[config.mk]
export PLATFORM = sky130hd
export DESIGN_NAME = demux_capture
export DESIGN_NICKNAME = d
export VERILOG_FILES = /design/src/rtl/demux_capture.sv
export SDC_FILE = /design/constraint.sdc
export NUM_CORES = 1
export LEC_CHECK = 0
export ABC_AREA = 1
export CAP_MARGIN = 20
export CORE_MARGIN = 5
export CORE_UTILIZATION = 51
export DETAILED_ROUTE_END_ITERATION = 6
export GPL_TIMING_DRIVEN = 0
export PLACE_DENSITY = 0.85
export SYNTH_ARGS = -nofsm -noshare
export SYNTH_HDL_FRONTEND = slang
export SYNTH_SLANG_ARGS = --single-unit
[constraint.sdc]
create_clock -name clk -period 2 [get_ports clk]
set_input_delay 0.2 -clock clk [delete_from_list [all_inputs] [get_ports clk]]
set_output_delay 0.2 -clock clk [all_outputs]
set_load 0.005 [all_outputs]
[src/rtl/demux_capture.sv]
`default_nettype none
// ============================================================================
//  Module      : demux_capture
//  Description : Serial-to-parallel select-line capture. Manual mode writes
//                one channel register by address; auto mode walks an
//                internal channel counter across a full frame into a shadow
//                register and publishes it to out[] atomically.
//  Revision    : 1.0 - initial release
// ============================================================================
module demux_capture #(
    parameter int N_CH = 7,
    parameter int AW   = 3,
    parameter int HOLD = 1
) (
    input  logic            clk,
    input  logic            rst,
    input  logic            din,
    input  logic [AW-1:0]   addr,
    input  logic            wr_en,
    input  logic            start,
    output logic [N_CH-1:0] out,
    output logic [AW-1:0]   addr_cnt,
    output logic            busy,
    output logic            frame_valid,
    output logic            err
);

    // Hold counter needs at least one bit even when every clock is a sample.
    localparam int              c_hold_w    = (HOLD > 1) ? $clog2(HOLD) : 1;
    localparam logic [c_hold_w-1:0] c_hold_last = c_hold_w'(HOLD - 1);
    localparam logic [AW-1:0]   c_last_ch   = AW'(N_CH - 1);
    // One extra bit so N_CH == 2**AW still compares correctly.
    localparam logic [AW:0]     c_n_ch      = (AW + 1)'(N_CH);

    localparam logic [1:0] c_st_idle  = 2'd0;
    localparam logic [1:0] c_st_shift = 2'd1;
    localparam logic [1:0] c_st_done  = 2'd2;

    logic [1:0]          r_state;
    logic [1:0]          w_state_next;
    logic [N_CH-1:0]     r_out;
    // The last channel goes straight from din to out, so it needs no shadow.
    logic [N_CH-2:0]     r_shadow;
    logic [AW-1:0]       r_addr_cnt;
    logic [c_hold_w-1:0] r_hold;
    logic                r_frame_valid;
    logic                r_err;

    logic w_addr_ok;
    logic w_bit_last;
    logic w_frame_end;

    assign w_addr_ok   = ({1'b0, addr} < c_n_ch);
    assign w_bit_last  = (r_hold == c_hold_last);
    assign w_frame_end = w_bit_last && (r_addr_cnt == c_last_ch);

    assign out         = r_out;
    assign addr_cnt    = r_addr_cnt;
    assign busy        = (r_state != c_st_idle);
    assign frame_valid = r_frame_valid;
    assign err         = r_err;

    // State register.
    always_ff @(posedge clk or posedge rst) begin
        if (rst) begin
            r_state <= c_st_idle;
        end else begin
            r_state <= w_state_next;
        end
    end

    // Next-state decode; start is only honoured from IDLE.
    always_comb begin
        w_state_next = r_state;
        case (r_state)
            c_st_idle:  if (start) w_state_next = c_st_shift;
            c_st_shift: if (w_frame_end) w_state_next = c_st_done;
            c_st_done:  w_state_next = c_st_idle;
            default:    w_state_next = c_st_idle;
        endcase
    end

    // Registered status pulses: err for any rejected write, frame_valid
    // for the single DONE cycle.
    always_ff @(posedge clk or posedge rst) begin
        if (rst) begin
            r_err         <= 1'b0;
            r_frame_valid <= 1'b0;
        end else begin
            r_err         <= wr_en && ((r_state != c_st_idle) || start || !w_addr_ok);
            r_frame_valid <= (r_state == c_st_shift) && w_frame_end;
        end
    end

    // Channel datapath: manual writes, frame shifting and atomic publish.
    always_ff @(posedge clk or posedge rst) begin
        if (rst) begin
            r_out      <= '0;
            r_shadow   <= '0;
            r_addr_cnt <= '0;
            r_hold     <= '0;
        end else begin
            case (r_state)
                c_st_idle: begin
                    if (start) begin
                        r_addr_cnt <= '0;
                        r_hold     <= '0;
                    end else if (wr_en && w_addr_ok) begin
                        for (int i = 0; i < N_CH; i++) begin
                            if (addr == AW'(i)) r_out[i] <= din;
                        end
                    end
                end
                c_st_shift: begin
                    if (w_bit_last) begin
                        r_hold <= '0;
                        for (int i = 0; i < N_CH - 1; i++) begin
                            if (r_addr_cnt == AW'(i)) r_shadow[i] <= din;
                        end
                        if (r_addr_cnt == c_last_ch) begin
                            r_out <= {din, r_shadow};
                        end else begin
                            r_addr_cnt <= r_addr_cnt + AW'(1);
                        end
                    end else begin
                        r_hold <= r_hold + c_hold_w'(1);
                    end
                end
                c_st_done: begin
                    r_addr_cnt <= '0;
                end
                default: begin
                    r_addr_cnt <= '0;
                end
            endcase
        end
    end

endmodule
`default_nettype wire

# Word level (Yosys, flattened, before mapping)
# Cells that the tools add are included.
[word_totals]
regBits = 21
inputBits = 8
output_inout_bits = 13
word_cells = 99
[classes]
add_sub_neg = 2
n_lt_le_gt_ge = 1
eq_ne = 27
muxes = 22
n_bitwise = 1
reduce_logical = 28
[ops]
columns = ["op", "count"]
rows = [
  ["$reduce_and A6 Y1", 7],
  ["$mux W7", 4],
  ["$ne A2 B2 Y1 const B", 14],
  ["$reduce_and A3 Y1", 7],
  ["$eq A3 B3 Y1 const B", 6],
  ["$pmux W7 S2", 1],
  ["$eq A3 B2 Y1 const B", 4],
  ["$mux W1", 9],
  ["$mux W3", 3],
  ["$eq A3 B1 Y1 const B", 2],
  ["$logic_not A3 Y1", 2],
  ["$pmux W3 S2", 1],
  ["$logic_and A1 B1 Y1", 4],
  ["$mux W2", 2],
  ["$pmux W2 S2", 1],
  ["$reduce_and A2 Y1", 2],
  ["$reduce_bool A2 Y1", 2],
  ["$add A3 B1 Y3 const B", 1],
  ["$lt A3 B3 Y1 const B", 1],
  ["$eq A2 B1 Y1 const B", 1],
  ["$logic_not A2 Y1", 1],
  ["$logic_or A1 B1 Y1", 2],
  ["$pmux W1 S2", 1],
  ["$add A1 B1 Y1 const B", 1],
  ["other kinds (2)", 2],
]

# Longest topological paths before layout
# Gate-level depths: netlist (run 1).
[logic_depth]
word_depth = 5
mapped_depth = 10

# Least setup slack after synthesis (run 1)
# OpenSTA, ideal clock, no wires.
[synth_timing]
path_type = "register -> register"
from = "reg r_addr_cnt[0] (netlist: addr_cnt[0])"
to = "reg r_out[3] (netlist: out[3])"
setup_ps = 117
arrival_ps = 1301
slack_ps = 582
stages_incl_launch_ff = 11
path_buffers = 1
period_less_slack_ps = 1418
path_cell_list = "dfrtp_1 -> inv_1 -> ha_1 -> nand2_1 -> inv_1 -> nand2_4 -> nand2_4 -> buf_8 -> nand3_2 -> nand2_1 -> nand2_1"
[synth_via]
elab_chain_len = 3
[synth_lines]
columns = ["element", "line", "text"]
rows = [
  ["start: declaration", "44", "logic [AW-1:0] r_addr_cnt;"],
  ["start signal: assignment", "123", "r_addr_cnt <= r_addr_cnt + AW'(1);"],
  ["$eq A3 B3 Y1", "120", "if (r_addr_cnt == c_last_ch) begin"],
  ["$ne A2 B2 Y1 (no source line)", "n/a", ""],
  ["$reduce_and A6 Y1 (no source line)", "n/a", ""],
  ["end signal: indexed assignment", "110", "if (addr == AW'(i)) r_out[i] <= din;"],
  ["end signal: assignment", "121", "r_out <= {din, r_shadow};"],
  ["end: declaration", "41", "logic [N_CH-1:0] r_out;"],
]
# No other way between the ends.
# A chain may end at the register's enable or synchronous reset.

# Worst setup path in the final report (run 1)
[layout_timing]
from = "reg r_state[1]"
to = "out busy"
[layout_via]
elab_chain_len = 1
[layout_lines]
columns = ["element", "line", "text"]
rows = [
  ["start: declaration", "39", "logic [1:0] r_state;"],
  ["start signal: assignment", "66", "r_state <= c_st_idle;"],
  ["start signal: assignment", "68", "r_state <= w_state_next;"],
  ["$reduce_bool A2 Y1", "59", "assign busy = (r_state != c_st_idle);"],
  ["end: declaration", "23", "output logic busy,"],
]
# No other way between the ends.

==> impl_summary.md, run 1 <==
Status
The flow ran to the end, and the final reports show no timing, DRC or antenna violations.

Yosys
The register bit count reported by yosys is 20. The leading area contributor after synthesis is dfrtp_1. The netlist area before placement is between 1000 and 1500 µm². Of the post-synthesis cell area, the dominant cell type holds 0.427. After synthesis, the cell types taking the most area are dfrtp_1 43%, nand2_1 12%, nand3_1 10%.

The share of the Yosys chip area taken by registers is 0.427. The number of distinct library cells after synthesis is 21. Counting every instance in the synthesized netlist gives between 100 and 150. Averaged over all synthesized cells, the footprint is 8.43 µm².

The number of nets produced by synthesis is 152. The Yosys step of the flow raised 0 warnings.

Job
The tool flagged a number of max-cap violations equal to 0.

GRT
The first global-routing pass estimated between 4000 and 5000 µm of wire. Entering global routing, the biggest net connects 21 pins. The initial antenna violation count came to 0.

Summed over all layers, the global routing overflow is 0. The via count of the first global-routing pass came to 1006. For this run, the total global-route usage over all layers was measured as 0.152.

Critical path
The worst register-to-register path has a setup slack of 0.41 ns. Along the worst path, the maximum fanout reaches 10. In this run the critical register-to-register path is captured at out[3]$_DFFE_PP0P_.

The startpoint identified for the worst register-to-register timing path is addr_cnt[0]$_DFFE_PP0P_. Walking the worst path, the cells encountered are nor2_2, buf_6, inv_1, clkdlybuf4s50_1. Among cell families on the critical path, the largest total delay comes from buffers and inverters.

The peak per-stage delay on the critical path is 0.49 ns. The type of origin of the critical path is a flip-flop. The slowest stage of the critical path is the dfrtp_1 cell. The number of buffers and inverters on the critical path is 3. The required time of the critical path is 1.80 ns. The sort of element at the end of the critical path is a primary output. STA puts the critical path data arrival time at between 1.5 and 2 ns.

The critical path start-end classification is flip-flop to primary output. The worst register-to-register path has a depth of 10.

Placement
The count of buffers added on input and output ports is 20. The congestion estimate from routability-driven global placement came to 0.830. Detailed placement finished with a half-perimeter wire length of 1890 µm.

Finish
The library cells used most frequently in the layout, excluding fill and tap cells, are 39 x nand2_1, 24 x nand3_1, 20 x dfrtp_1, 20 x clkdlybuf4s50_1, 13 x inv_1. The number of inserted filler cells in the final layout is 186. After the last flow step, the layout net total stands at between 150 and 200. From synthesis to final layout, the design area changed by 24.5%.

The most common cell after layout, fill and taps aside is nand2_1. The fraction of layout cells with a size suffix above 1 is 0.129. The number of antenna diodes in the final layout is 0.

Clock network
Post-CTS timing repair inserted 0 buffers for setup. The CTS sink count is 20. The number of clock buffers added by TritonCTS is 3.

The number of buffers added to fix hold violations after cts is 0. The number of levels the H-tree was split into is 1. The clock root buffer is clkbuf_4. The clock-pin slew on the worst setup and hold paths is about 0.12 ns. The CTS tree is done. The number of gates resized after CTS was 0. The number of buffers on the longest clock path is 2. The clock reaches the later pin of the worst-skew pair after roughly 0.29 ns.

Pwr
The share of total power dissipated in the clock network is 0.154. Of the total power, combinational logic draws 0.519. The leakage power of the design is 0.724 nW. Of the total power, the share spent switching nets is 0.386. The total power is roughly 2.1 mW. Summed over all nets, the switching power comes to 824 µW. The fraction of power consumed by sequential logic is 0.327. The worst IR drop on VDD is 0.000853 V.

Dividing total power by cell area gives a power density of 1460 nW/µm². Internal power comes to 1.31 mW.

Drt
For this run, design rule violations remaining after detail routing come to 0. The detail-routed net length per standard cell is approximately 13 µm. The number of nets with antenna violations after routing is 0. The first detailed-routing pass took 4 iterations.

The total length of routed wires is 2390 µm. The number of DRC markers in iteration 0 is 11. The detailed router placed 979 vias in this run. In the routed layout, each cell is associated on average with a via count of 5.13.

Hold path
The min-delay analysis places its worst path in the category input pin to async pin.

STA
For the final database, setup skew stands at between 0.003 and 0.004 ns. The peak clock frequency supported by timing is about 0.55 GHz. The final setup violation count is 0. The headroom to the max-slew limit is 0.492. The final number of hold-violating endpoints was 0. The total negative slack for setup checks is 0 ns. Setup repair after global routing left no endpoint under its margin. The transition time at the pin with the least slew margin is between 0.7 and 0.8 ns.

The max-slew violation count is 0. After layout, the minimum clock period comes to 1.82 ns. The part of the cycle the worst path needs is 0.911.

Floorplanning
The die covers approximately 3400 µm². After floorplanning, the core was sized to cover ~2200 µm². The number of placement rows is 17.

The die is 57.9 µm tall. In this run the count of I/O pins placed on the die edge is 21. The initial core utilization is 0.530. The width of the die is 57.9 µm.
power groups by stage:
stage / logic (mW) / clock network, mW / registers [mW]
after floorplan: 0.727 / 0 / 0.692
after global placement: 1.08 / 0 / 0.694
after detailed placement: 1.12 / 0 / 0.704
after CTS: 1.13 / 0.334 / 0.696
after global routing: 1.26 / 0.351 / 0.716
final: 1.11 / 0.328 / 0.699
final cells by class:
| type | instances | area [µm²] | area share |
|---|---|---|---|
| flip-flops and latches | 20 | 500 | 0.343 |
| plain buffers | 4 | 52.6 | 0.0360 |
| inverters | 15 | 56.3 | 0.0386 |
| clock inverters | 1 | 30.0 | 0.0206 |
| well taps | 28 | 35.0 | 0.0240 |
| multi-input cells | 100 | 563 | 0.386 |
| clock buffers | 3 | 22.5 | 0.0154 |
| repair buffers | 20 | 200 | 0.137 |
metal layers:
layer	track usage	vias to the layer above	wire length, µm
met2	0.282	21	1150
met3	0.0290	4	126
met5	0	-	0
li1	-	502	-
met1	0.179	452	1090
met4	0.0364	0	27
registers in the layout, summed over array words and instances, names as in the netlist:
signal,count
r_shadow,6
err,1
out,7
frame_valid,1
addr_cnt,3
r_state,2
cells in the mapped netlist:
| cell type | instances |
|---|---|
| nor2_2 | 1 |
| nand2_2 | 1 |
| buf_6 | 2 |
| nand4_1 | 6 |
| dfrtp_1 | 20 |
| nand3_1 | 24 |
| nand2_4 | 3 |
| nor2_1 | 5 |
| a21oi_2 | 1 |
| nand3_2 | 3 |
| o21ai_1 | 1 |
| o22ai_1 | 1 |
| a31oi_1 | 1 |
| inv_1 | 13 |
| o21ai_0 | 7 |
| ha_1 | 5 |
| nor2_8 | 1 |
| buf_8 | 2 |
| inv_2 | 2 |
| nand2_8 | 1 |
| nand2_1 | 39 |
worst max-delay path by stage:
stage	start	endpoint	slack, ns	depth (start not counted)
final	r_state[1]$_DFFE_PP0P_	busy	0.18	4
after global routing	r_state[1]$_DFFE_PP0P_	busy	0.08	4
after CTS	r_state[1]$_DFFE_PP0P_	busy	0.15	4
after detailed placement	addr_cnt[0]$_DFFE_PP0P_	out[3]$_DFFE_PP0P_	0.43	10
after global placement	addr_cnt[0]$_DFFE_PP0P_	out[3]$_DFFE_PP0P_	0.48	10
after floorplan	addr_cnt[0]$_DFFE_PP0P_	out[3]$_DFFE_PP0P_	0.58	10
through the flow:
step / instance area, µm² / hold slack, ns / worst slack (ns) / std cells / util
3_5_place_dp: 1410 / 0.459 / 0.426 / 187 / 0.636
2_1_floorplan: 1170 / 0.164 / 0.582 / 139 / -
5_1_grt: 1460 / 0.403 / 0.0752 / 191 / 0.660
6_report: 1460 / 0.325 / 0.178 / 191 / 0.660
3_3_place_gp: 1410 / 0.456 / 0.483 / 187 / 0.636
4_1_cts: 1460 / 0.351 / 0.155 / 191 / 0.660
cells by family (layout without fill, tap and decap cells):
logic type / after synthesis / count (layout) / synth area share
DFF: 20 / 20 / 0.427
adders and majority gates: 5 / 5 / 0.0534
and+or+nand+nor: 84 / 84 / 0.375
buffers and inverters: 19 / 43 / 0.0929
AOI/OAI and AO/OA: 11 / 11 / 0.0523
Power figures use the tool's default switching activity.
==> inputs of run 2 (changes only) <==
CORE_MARGIN = not set   (was 5)
==> run 2 against run 1 <==
Compared with the run above:
- clock skew rose by 0.0018 ns
- first-iteration DRC count grew to 2.8 times the previous value
- largest power group unchanged
- register-to-register slack barely moved
- clock-buffer cell count stayed put
- global-route usage grew 7.0 points
- worst hold slack gained 0.0046 ns
- critical path depth unchanged
- routed wire length decreased by 1.3%
- non-clock buffer count did not move
==> impl_summary.md, run 2 (synthesis results as in run 1) <==
Status
The flow ran to the end, and the final reports show no timing, DRC or antenna violations.

Finish
The flip-flop count of the largest register after layout is 7. The fraction of layout cells with a size suffix above 1 is 0.123. The top cell types in the final layout, fill and taps aside, are 39 x nand2_1, 24 x nand3_1, 20 x dfrtp_1, 20 x clkdlybuf4s50_1, 13 x inv_1.

The number of antenna repair diodes is 0. The number of nets in the final layout is 177. From synthesis to final layout, the design area changed by 21.9%. The most common cell after layout, fill and taps aside is nand2_1.

Clock network
Post-CTS repair changed the size of 0 cells. For the worst-skew pair, the clock arrives at the later sink with an insertion delay of 0.31 ns. The clock net in this run drives a total of 20 sinks. The CTS buffer count is 3.

The number of buffers added to fix hold violations after cts is 0. The number of buffers on the longest clock path is 2. TritonCTS built the clock tree. The clock root buffer is clkbuf_4.

In this run the post-CTS setup repair buffer count came out at 0. CTS built an H-tree with a depth of 1. The clock-pin slew on the worst setup and hold paths is 0.11 ns.

Drt
Before antenna repair, the detailed router went through 4 iterations. The number of DRC markers in iteration 0 is 31. The DRC violation count after routing is 0. Dividing the detail-routed via count by the number of cells gives 5.24. Dividing the detail-routed wire length by the instance count gives 12.5 µm.

The count of nets left with antenna violations once routing finished came out at 0. The routed layout has 991 vias. The final layout contains routed wiring with a total length of between 2000 and 2500 µm.

Critical path
The type of origin of the critical path is a flip-flop. The sort of element at the end of the critical path is a primary output. For the worst setup path, the data arrival time is 1.60 ns. The setup slack on the worst flop-to-flop path is 0.40 ns. In this run the worst path has a maximum fanout of 10.

The critical path start-end classification is flip-flop to primary output. The required time of the critical path is 1.80 ns.

Floorplanning
The width of the die is 49.9 µm. For this configuration, the core starts out at a cell density of 0.569. The core footprint is 2060 µm².

The number of placement rows is 16. The number of top-level design ports is 21. The die covers 2490 µm².

The floorplan step set the die height to between 40 and 50 µm.

Pwr
The leakage power of the design is 0.710 nW. The total power is 2.00 mW. The total power divided by cell area is 1400 nW/µm².

The worst IR drop on VDD is between 0.0009 and 0.001 V.

STA
Across the routed clock network, the largest skew measured is roughly 0.0051 ns. Setup repair after global routing left no endpoint under its margin. The post-layout minimum cycle time is between 1.5 and 2 ns. The headroom to the max-slew limit is 0.482. The part of the cycle the worst path needs is 0.902. Static timing analysis puts the maximum clock frequency at 0.555 GHz. The max-slew violation count is 0. At the pin with the least slew margin, the transition time is 0.776 ns.

Setup violations remaining at the end of the flow were counted as 0. The final number of hold-violating endpoints is 0. The total negative slack for setup checks is 0 ns.

Job
Max-cap violations in this run came to 0.

GRT
The global route total overflow is 0. The via count of the first global-routing pass is 961. In the global route stage, overall resource usage came out at 0.222. Entering global routing, the biggest net connects 21 pins. The global-route wire length before repair is 4060 µm. The initial antenna violation count was 0.

Placement
The count of buffers added on input and output ports is 20. Summed over all nets, the half-perimeter wirelength after detailed placement is between 1500 and 2000 µm. The weighted congestion reported at the end of routability-driven placement is roughly 0.81.

Hold path
The path class of the tightest hold or removal check is input pin to async pin.
run 2: cell count changes in the layout (fill, tap and decap cells not counted):
cell / previous run / this run
bufinv_16: 1 / 0
run 2: area by class of cell:
| class | instances | area [µm²] |
|---|---|---|
| buffer | 4 | 52.6 |
| clock buffer | 3 | 22.5 |
| fill | 172 | 633 |
| inverter | 15 | 56.3 |
| multi-input combinational | 100 | 563 |
| sequential | 20 | 500 |
| tap | 27 | 33.8 |
| timing repair buffer | 20 | 200 |
run 2: worst paths after layout:
path / from / end / depth (start not counted)
max in group asynchronous: rst / out[6]$_DFFE_PP0P_ / 2
min reg2reg: out[5]$_DFFE_PP0P_ / out[5]$_DFFE_PP0P_ / 2
max: r_state[1]$_DFFE_PP0P_ / busy / 4
min: rst / r_shadow[3]$_DFFE_PP0P_ / 2
max reg2reg: addr_cnt[0]$_DFFE_PP0P_ / out[5]$_DFFE_PP0P_ / 10
min in group clk: out[5]$_DFFE_PP0P_ / out[5]$_DFFE_PP0P_ / 2
run 2: routing by layer:
layer | vias to the layer above | track usage | wire [µm]
li1 | 505 | - | -
met1 | 456 | 0.253 | 1090
met5 | - | 0 | 0
met2 | 26 | 0.399 | 1150
met3 | 4 | 0.0278 | 68
met4 | 0 | 0.114 | 53
run 2: stage by stage:
stage               worst slack (ns)  std cells  utilization  cell area (µm²)  hold slack, ns
floorplan                      0.582        139            -             1170           0.164
global placement               0.475        186        0.682             1410           0.455
detailed placement             0.413        186        0.682             1410           0.458
CTS                            0.180        189        0.693             1430           0.367
global route                  0.0953        189        0.693             1430           0.401
finish                         0.197        189        0.693             1430           0.330
run 2: power breakdown:
part           total (mW)  internal [mW]  switching, mW
Combinational        1.11          0.528          0.584
Clock               0.193         0.0705          0.122
Sequential          0.700          0.580          0.120
run 2: critical path, stage by stage, from the launching register on:
cell,delay (ns)
dfrtp_1,0.48
nor2_2,0.17
buf_6,0.16
inv_1,0.06
clkdlybuf4s50_1,0.44
